[src/rtl/seq_pattern_gen.sv]
// ============================================================================
// Module      : seq_pattern_gen
// Description : Bit-serial pattern transmitter. Sends PATTERN MSB-first,
//               repeated 'count' times with GAP idle cycles between repeats.
// Revision    : 1.0 - initial release
// ============================================================================
`default_nettype none

module seq_pattern_gen #(
   parameter int                 PAT_W   = 4,
   parameter logic [PAT_W-1:0]   PATTERN = 4'b1001,
   parameter int                 GAP     = 2,
   parameter int                 CNT_W   = 8
) (
   input  logic             clk,
   input  logic             rst,
   input  logic             start,
   input  logic [CNT_W-1:0] count,
   input  logic             abort,
   output logic             dout,
   output logic             valid,
   output logic             busy,
   output logic             done
);

   localparam int IW = $clog2(PAT_W);
   localparam int GW = (GAP > 0) ? $clog2(GAP + 1) : 1;

   localparam logic [IW-1:0]    IDX_LAST = IW'(PAT_W - 1);
   localparam logic [GW-1:0]    GAP_LAST = GW'((GAP > 0) ? GAP - 1 : 0);
   localparam logic [CNT_W-1:0] REP_ONE  = CNT_W'(1);

   typedef enum logic [1:0] {
      IDLE = 2'd0,
      SEND = 2'd1,
      GAPS = 2'd2,
      FIN  = 2'd3
   } state_t;

   state_t           state;
   logic [IW-1:0]    idx;
   logic [CNT_W-1:0] rep_cnt;
   logic [GW-1:0]    gap_cnt;

   // Pattern bit at position i, counted from the MSB.
   function automatic logic pat_bit(input logic [IW-1:0] i);
      logic [PAT_W-1:0] s;
      s = PATTERN << i;
      return s[PAT_W-1];
   endfunction

   always_ff @(posedge clk) begin
      if (rst) begin
         state   <= IDLE;
         idx     <= '0;
         rep_cnt <= '0;
         gap_cnt <= '0;
         dout    <= 1'b0;
         valid   <= 1'b0;
         busy    <= 1'b0;
         done    <= 1'b0;
      end else begin
         case (state)
            IDLE: begin
               if (start && (count != '0)) begin
                  state   <= SEND;
                  idx     <= '0;
                  rep_cnt <= count;
                  gap_cnt <= '0;
                  dout    <= pat_bit('0);
                  valid   <= 1'b1;
                  busy    <= 1'b1;
               end
            end

            SEND: begin
               if (abort) begin
                  state   <= IDLE;
                  idx     <= '0;
                  rep_cnt <= '0;
                  gap_cnt <= '0;
                  dout    <= 1'b0;
                  valid   <= 1'b0;
                  busy    <= 1'b0;
               end else if (idx == IDX_LAST) begin
                  idx     <= '0;
                  rep_cnt <= rep_cnt - 1'b1;
                  if (rep_cnt == REP_ONE) begin
                     state <= FIN;
                     dout  <= 1'b0;
                     valid <= 1'b0;
                     busy  <= 1'b0;
                     done  <= 1'b1;
                  end else if (GAP > 0) begin
                     state   <= GAPS;
                     gap_cnt <= '0;
                     dout    <= 1'b0;
                     valid   <= 1'b0;
                  end else begin
                     dout <= pat_bit('0);
                  end
               end else begin
                  idx  <= idx + 1'b1;
                  dout <= pat_bit(idx + 1'b1);
               end
            end

            GAPS: begin
               if (abort) begin
                  state   <= IDLE;
                  idx     <= '0;
                  rep_cnt <= '0;
                  gap_cnt <= '0;
                  dout    <= 1'b0;
                  valid   <= 1'b0;
                  busy    <= 1'b0;
               end else if (gap_cnt == GAP_LAST) begin
                  state   <= SEND;
                  idx     <= '0;
                  gap_cnt <= '0;
                  dout    <= pat_bit('0);
                  valid   <= 1'b1;
               end else begin
                  gap_cnt <= gap_cnt + 1'b1;
               end
            end

            FIN: begin
               state <= IDLE;
               done  <= 1'b0;
            end

            default: begin
               state <= IDLE;
               dout  <= 1'b0;
               valid <= 1'b0;
               busy  <= 1'b0;
               done  <= 1'b0;
            end
         endcase
      end
   end

endmodule

`default_nettype wire

[config.mk]
export PLATFORM = sky130hd
export DESIGN_NAME = seq_pattern_gen
export DESIGN_NICKNAME = d
export VERILOG_FILES = /design/src/rtl/seq_pattern_gen.sv
export SDC_FILE = /design/constraint.sdc
export NUM_CORES = 1
export LEC_CHECK = 0
export CAP_MARGIN = 20
export CELL_PAD_IN_SITES_DETAIL_PLACEMENT = 1
export CELL_PAD_IN_SITES_GLOBAL_PLACEMENT = 2
export CORE_AREA = 10 10 76 78
export CTS_CLUSTER_DIAMETER = 60
export CTS_CLUSTER_SIZE = 25
export DETAILED_ROUTE_END_ITERATION = 8
export DIE_AREA = 0 0 86 88
export GPL_TIMING_DRIVEN = 0
export PLACE_DENSITY = 0.7
export SLEW_MARGIN = 20
export SYNTH_ARGS = -nofsm -noshare
export SYNTH_HDL_FRONTEND = slang
export SYNTH_SLANG_ARGS = --single-unit
[constraint.sdc]
create_clock -name clk -period 2.1 [get_ports clk]
set_clock_uncertainty 0.05 [all_clocks]
set_input_delay 0.63 -clock clk [delete_from_list [all_inputs] [get_ports clk]]
set_output_delay 0.63 -clock clk [all_outputs]
set_load 0.005 [all_outputs]
* Word-level counts from Yosys, hierarchy flattened
Cells that the tools add are included.
** Storage, ports and cells
- RAM bits :: 0
- Bits in read-only memories :: 0
- Bits in latches :: 0
- Register bits :: 18
- Memories :: 0
** Operators by class
- Order comparisons :: 0
- Reductions and logical operators :: 12
- Equal/unequal tests :: 15
- Multiplexer cells :: 42
- Divide/modulo/power cells :: 0
- Shift operators :: 1
- Bitwise operators :: 0
- Multipliers :: 0
- $add $sub $neg :: 3
** Operator list (number)
- 8-bit two-way mux :: 4
- 2-bit two-way mux :: 15
- 8-bit case mux with 3 select lines :: 1
- 4-bit AND reduction :: 4
- 1-bit two-way mux :: 15
- 3-bit inequality test, second input constant :: 4
- 2-bit case mux with 3 select lines :: 2
- 2-bit inequality test, second input constant :: 5
- 1-bit case mux with 3 select lines :: 3
- 8-bit by 1-bit == test with 1-bit output, second input constant :: 1
- 2-bit case mux with 4 select lines :: 1
- 8-bit nonzero test :: 1
- 8-bit by 1-bit subtractor with 8-bit output, second input constant :: 1
- 2-bit == test, second input constant :: 3
- 3-bit AND reduction :: 2
- 5-bit AND reduction :: 1
- 2-bit by 1-bit adder with 2-bit output, second input constant :: 2
- 2-bit by 1-bit == test with 1-bit output, second input constant :: 2
- 4-bit by 2-bit left shift with 4-bit output, first input constant :: 1
- 3-bit nonzero test :: 1
- 2-bit zero test :: 1
- 1-bit case mux with 2 select lines :: 1
- 2-bit nonzero test :: 1
- 1-bit logical AND :: 1

* Logic depth before layout (Yosys ltp)
- Word-level depth :: 5
- Depth in mapped cells :: 8

* Worst setup path after synthesis
Ideal clock, no wire load.
- Path kind :: input to register
- Start point :: input port count[7]
- End point :: register busy
- Slack :: 0.348 ns
- Data required time :: 1.935 ns
- Setup time :: 0.115 ns
- Stages on the path :: 6
- Buffers on the path :: 1
- Arrival time :: 1.587 ns
- Cell sequence :: nor4_4 a21boi_2 o211ai_4 buf_6 a21oi_1 o21a_1
** Between the ends
- Longest elaborated chain between the ends :: 4
** Ends and longest elaborated chain
- start: declaration :: RTL line 18 : input logic [CNT_W-1:0] count,
- 8-bit nonzero test :: RTL line 65 : if (start && (count != '0)) begin
- 1-bit logical AND :: RTL line 65
- 2-bit inequality test (no source line)
- 5-bit AND reduction (no source line)
- end signal: assignment :: RTL line 60 : busy <= 1'b0;
- end signal: assignment :: RTL line 72 : busy <= 1'b1;
- end signal: assignment :: RTL line 84 : busy <= 1'b0;
- end: declaration :: RTL line 22 : output logic busy,
Every way passes these cells.
A chain may end at the register's enable or synchronous reset.

* Final worst setup path
- Start point :: input port start
- End point :: register rep_cnt[1]
** Between the ends
- Longest elaborated chain between the ends :: 3
** Ends and longest elaborated chain
- start: declaration :: RTL line 17 : input logic start,
- 1-bit logical AND :: RTL line 65
- 2-bit inequality test (no source line)
- 4-bit AND reduction (no source line)
- end signal: assignment :: RTL line 68 : rep_cnt <= count;
- end signal: assignment :: RTL line 87 : rep_cnt <= rep_cnt - 1'b1;
- end: declaration :: RTL line 42 : logic [CNT_W-1:0] rep_cnt;
Every way passes these cells.

==> qor.csv <==
metric,value,unit
Register Area,362,sq um
final setup vio count,0,
slowest cell on the critical path,clkdlybuf4s50_1,
Post-Place Cells,214,
Worst-path clk slew,0.08,ns
Syn Nets,169,
Yosys top cell area share,0.288,
Tcrit/Tclk final,0.964,
Hold Path Class,register to register,
PortBufs,14,
hold path depth,1,
initial antenna violation count,0,
largest net degree at the start of global routing,11,
share of cells above drive strength 1,0.222,
gr usage total,0.102,
post-synthesis async set-or-reset flop share,0,
Clock Sinks,18,
Final Non-Filler Cells,228,
Avg Inst Size Synth,8.45,sq um
CTS tree,yes,
via count,1213,
first-iteration detailed-routing DRC count,36,
Longest Clk Path Bufs,2,
vias in the first global route,1275,
Worst-Margin Slew,0.600,ns
Pre-Repair DR Iteration Count,4,
CP Launch Type,input port,
crit path time final,2.02,ns
Hold Slack,0.429,ns
"EDFF count, synth",0,
Yosys reg bits,18,
Reg2Reg Setup Slack,0.13,ns
f_max,0.494,GHz
Max VDD drop,251,uV
clk_lat worst skew,0.26,ns
Initial Utilization,0.291,
final WL,3930,microns
Worst Hold Launch,gap_cnt[1],
Final Wtd Congestion,0.764,
die height,88,microns
row cnt,24,
fillers,524,
Top Family by Delay on Critical Path,buffers and inverters,
CP Capture Type,register,
top-level port count,16,
fin. max-slew vios,0,
Worst Reg-to-Reg Cells,9,
status,finished clean,
DRC,0,
area of the multi-input gates,856,sq um
"Endpoint, Worst Hold",gap_cnt[1],
Core Area,4290,sq um
prevailing post-synth register cell,dfxtp_1,
number of buffer and inverter stages on the critical path,4,
CTS root buffer,clkbuf_8,
Leakage,0.689,nW
Crit Path Max Fanout,5,
Post-CTS Hold Fix Bufs,0,
Die X,86,microns
Cells after Synth,148,
largest area contributor in the netlist,dfxtp_1,
first-pass GRT wire length,6240,microns
"count leader, synth",dfxtp_1,
Yosys Warn Count,0,
setup_tns,0,ns
PwrDens,621,nW/um^2
reg-to-reg startpoint,state[1],
"Distinct cells, synth",47,
WP data arrival,2.15,ns
drt wl/cell,17.2,microns
final hold vios,0,
layout-stage area growth over the synthesis result,30.7,%
register area share after synthesis,0.288,
grt ovf,0,
nets,199,
cts bufs inserted,3,
WS Path Type,input port to register,
Slew HR,0.600,
# diodes,0,
CTS HTree Levels,1,
number of max-cap violations,0,
Final HPWL DP,2950,microns
vias per cell,5.32,
most frequent cells after synthesis,"dfxtp_1 (18), a21oi_1 (14), inv_1 (14), nor2_1 (13), ha_1 (9)",
CP cell instances,"clkdlybuf4s50_1, a21boi_2, o211ai_4, buf_6, clkbuf_4, buf_4, a211oi_2",
largest cells by area after synthesis,"dfxtp_1 (29%), ha_1 (9.0%), a21oi_1 (5.6%)",
Die Footprint,7570,sq um
Worst path max stage delay,0.49,ns
worst reg2reg path endpoint,rep_cnt[1],
required time of the critical path,2.23,ns
Post-Syn Area,1250,sq um
ANT nets after route,0,
RSZ-0062 raised after global routing,false,
Design Power,1.01,mW
state kept, by name (all words and copies together), names as in the netlist:
signal   cells
dout         1
idx          2
state        2
done         1
busy         1
gap_cnt      2
rep_cnt      8
valid        1
per-stage QoR:
step	worst slack, ns	cell area (sq um)	util
after floorplan	0.348	1250	-
after global placement	-0.359	1460	0.339
after detailed placement	-0.405	1460	0.339
after CTS	0.000747	1520	0.354
after global routing	0.00503	1630	0.381
final	0.0764	1630	0.381
cell usage in the layout, fill, tap and decap left out, drive strengths merged, types with 2 or more instances in the layout:
master	netlist	layout
dfxtp	18	18
nor2	16	16
a21oi	15	15
inv	14	14
buf	3	13
ha	9	9
nand2	7	7
nor3	7	7
dlymetal6s2s	0	6
o21ai	6	6
nand3	6	6
clkdlybuf4s50	0	5
nor4	5	5
clkbuf	1	5
nand2b	4	4
a211oi	4	4
nor2b	3	3
o22ai	3	3
a21o	3	3
dlygate4sd2	0	3
o31ai	2	2
o21bai	2	2
o21a	2	2
o32ai	2	2
a41oi	2	2
final cells by class:
class / instances / area share
plain buffers: 4 / 0.0145
inverters: 14 / 0.0322
well taps: 52 / 0.0398
flip-flops and latches: 18 / 0.221
multi-input cells: 112 / 0.524
repair buffers: 25 / 0.143
clock buffers: 3 / 0.0253
power breakdown:
part	leakage (nW)	internal, mW	switching [mW]	total (mW)
Sequential	0.148	0.370	0.0297	0.400
Clock	0.0216	0.128	0.127	0.255
Combinational	0.519	0.167	0.193	0.359
worst register-to-register path, stage by stage (launching register included):
cell and delay [ns]:
dfxtp_2 0.35, inv_1 0.08, ha_1 0.24, nor2b_1 0.19
o21bai_4 0.22, o211ai_4 0.12, buf_6 0.13, clkbuf_4 0.16
buf_4 0.14, a211oi_2 0.20
cells by family (layout without fill, tap and decap cells):
kind of cell / count (synthesis) / count (layout) / share of synthesized area
buffers and inverters: 18 / 46 / 0.0611
adder cells (fa/ha/maj): 9 / 9 / 0.0901
flip-flops: 18 / 18 / 0.288
AO/OA/AOI/OAI: 46 / 46 / 0.265
multiplexers: 2 / 2 / 0.0170
AND/OR/NAND/NOR: 55 / 55 / 0.278
routing by layer:
layer | part of all wire | track usage | up-vias
li1 | - | - | 592
met1 | 0.43 | 0.114 | 596
met2 | 0.52 | 0.185 | 20
met3 | 0.042 | 0.0260 | 5
met4 | 0.0092 | 0.0269 | 0
met5 | 0 | 0 | -
timing repair:
item	CTS	global route
setup endpoints to repair	10	14
setup buffers	2	9
resized for setup	7	13
pin swaps	2	5
worst max-delay path by stage:
stage / start / endpoint / slack (ns) / depth (start not counted)
2_1_floorplan: count[7] / busy / 0.35 / 6
3_3_place_gp: count[1] / busy / -0.36 / 7
3_5_place_dp: count[5] / busy / -0.40 / 7
4_1_cts: count[6] / busy / 0.0007 / 7
5_1_grt: state[1] / rep_cnt[1] / 0.005 / 9
6_report: start / rep_cnt[1] / 0.08 / 7
No activity file was read; power rests on OpenSTA's default activity.
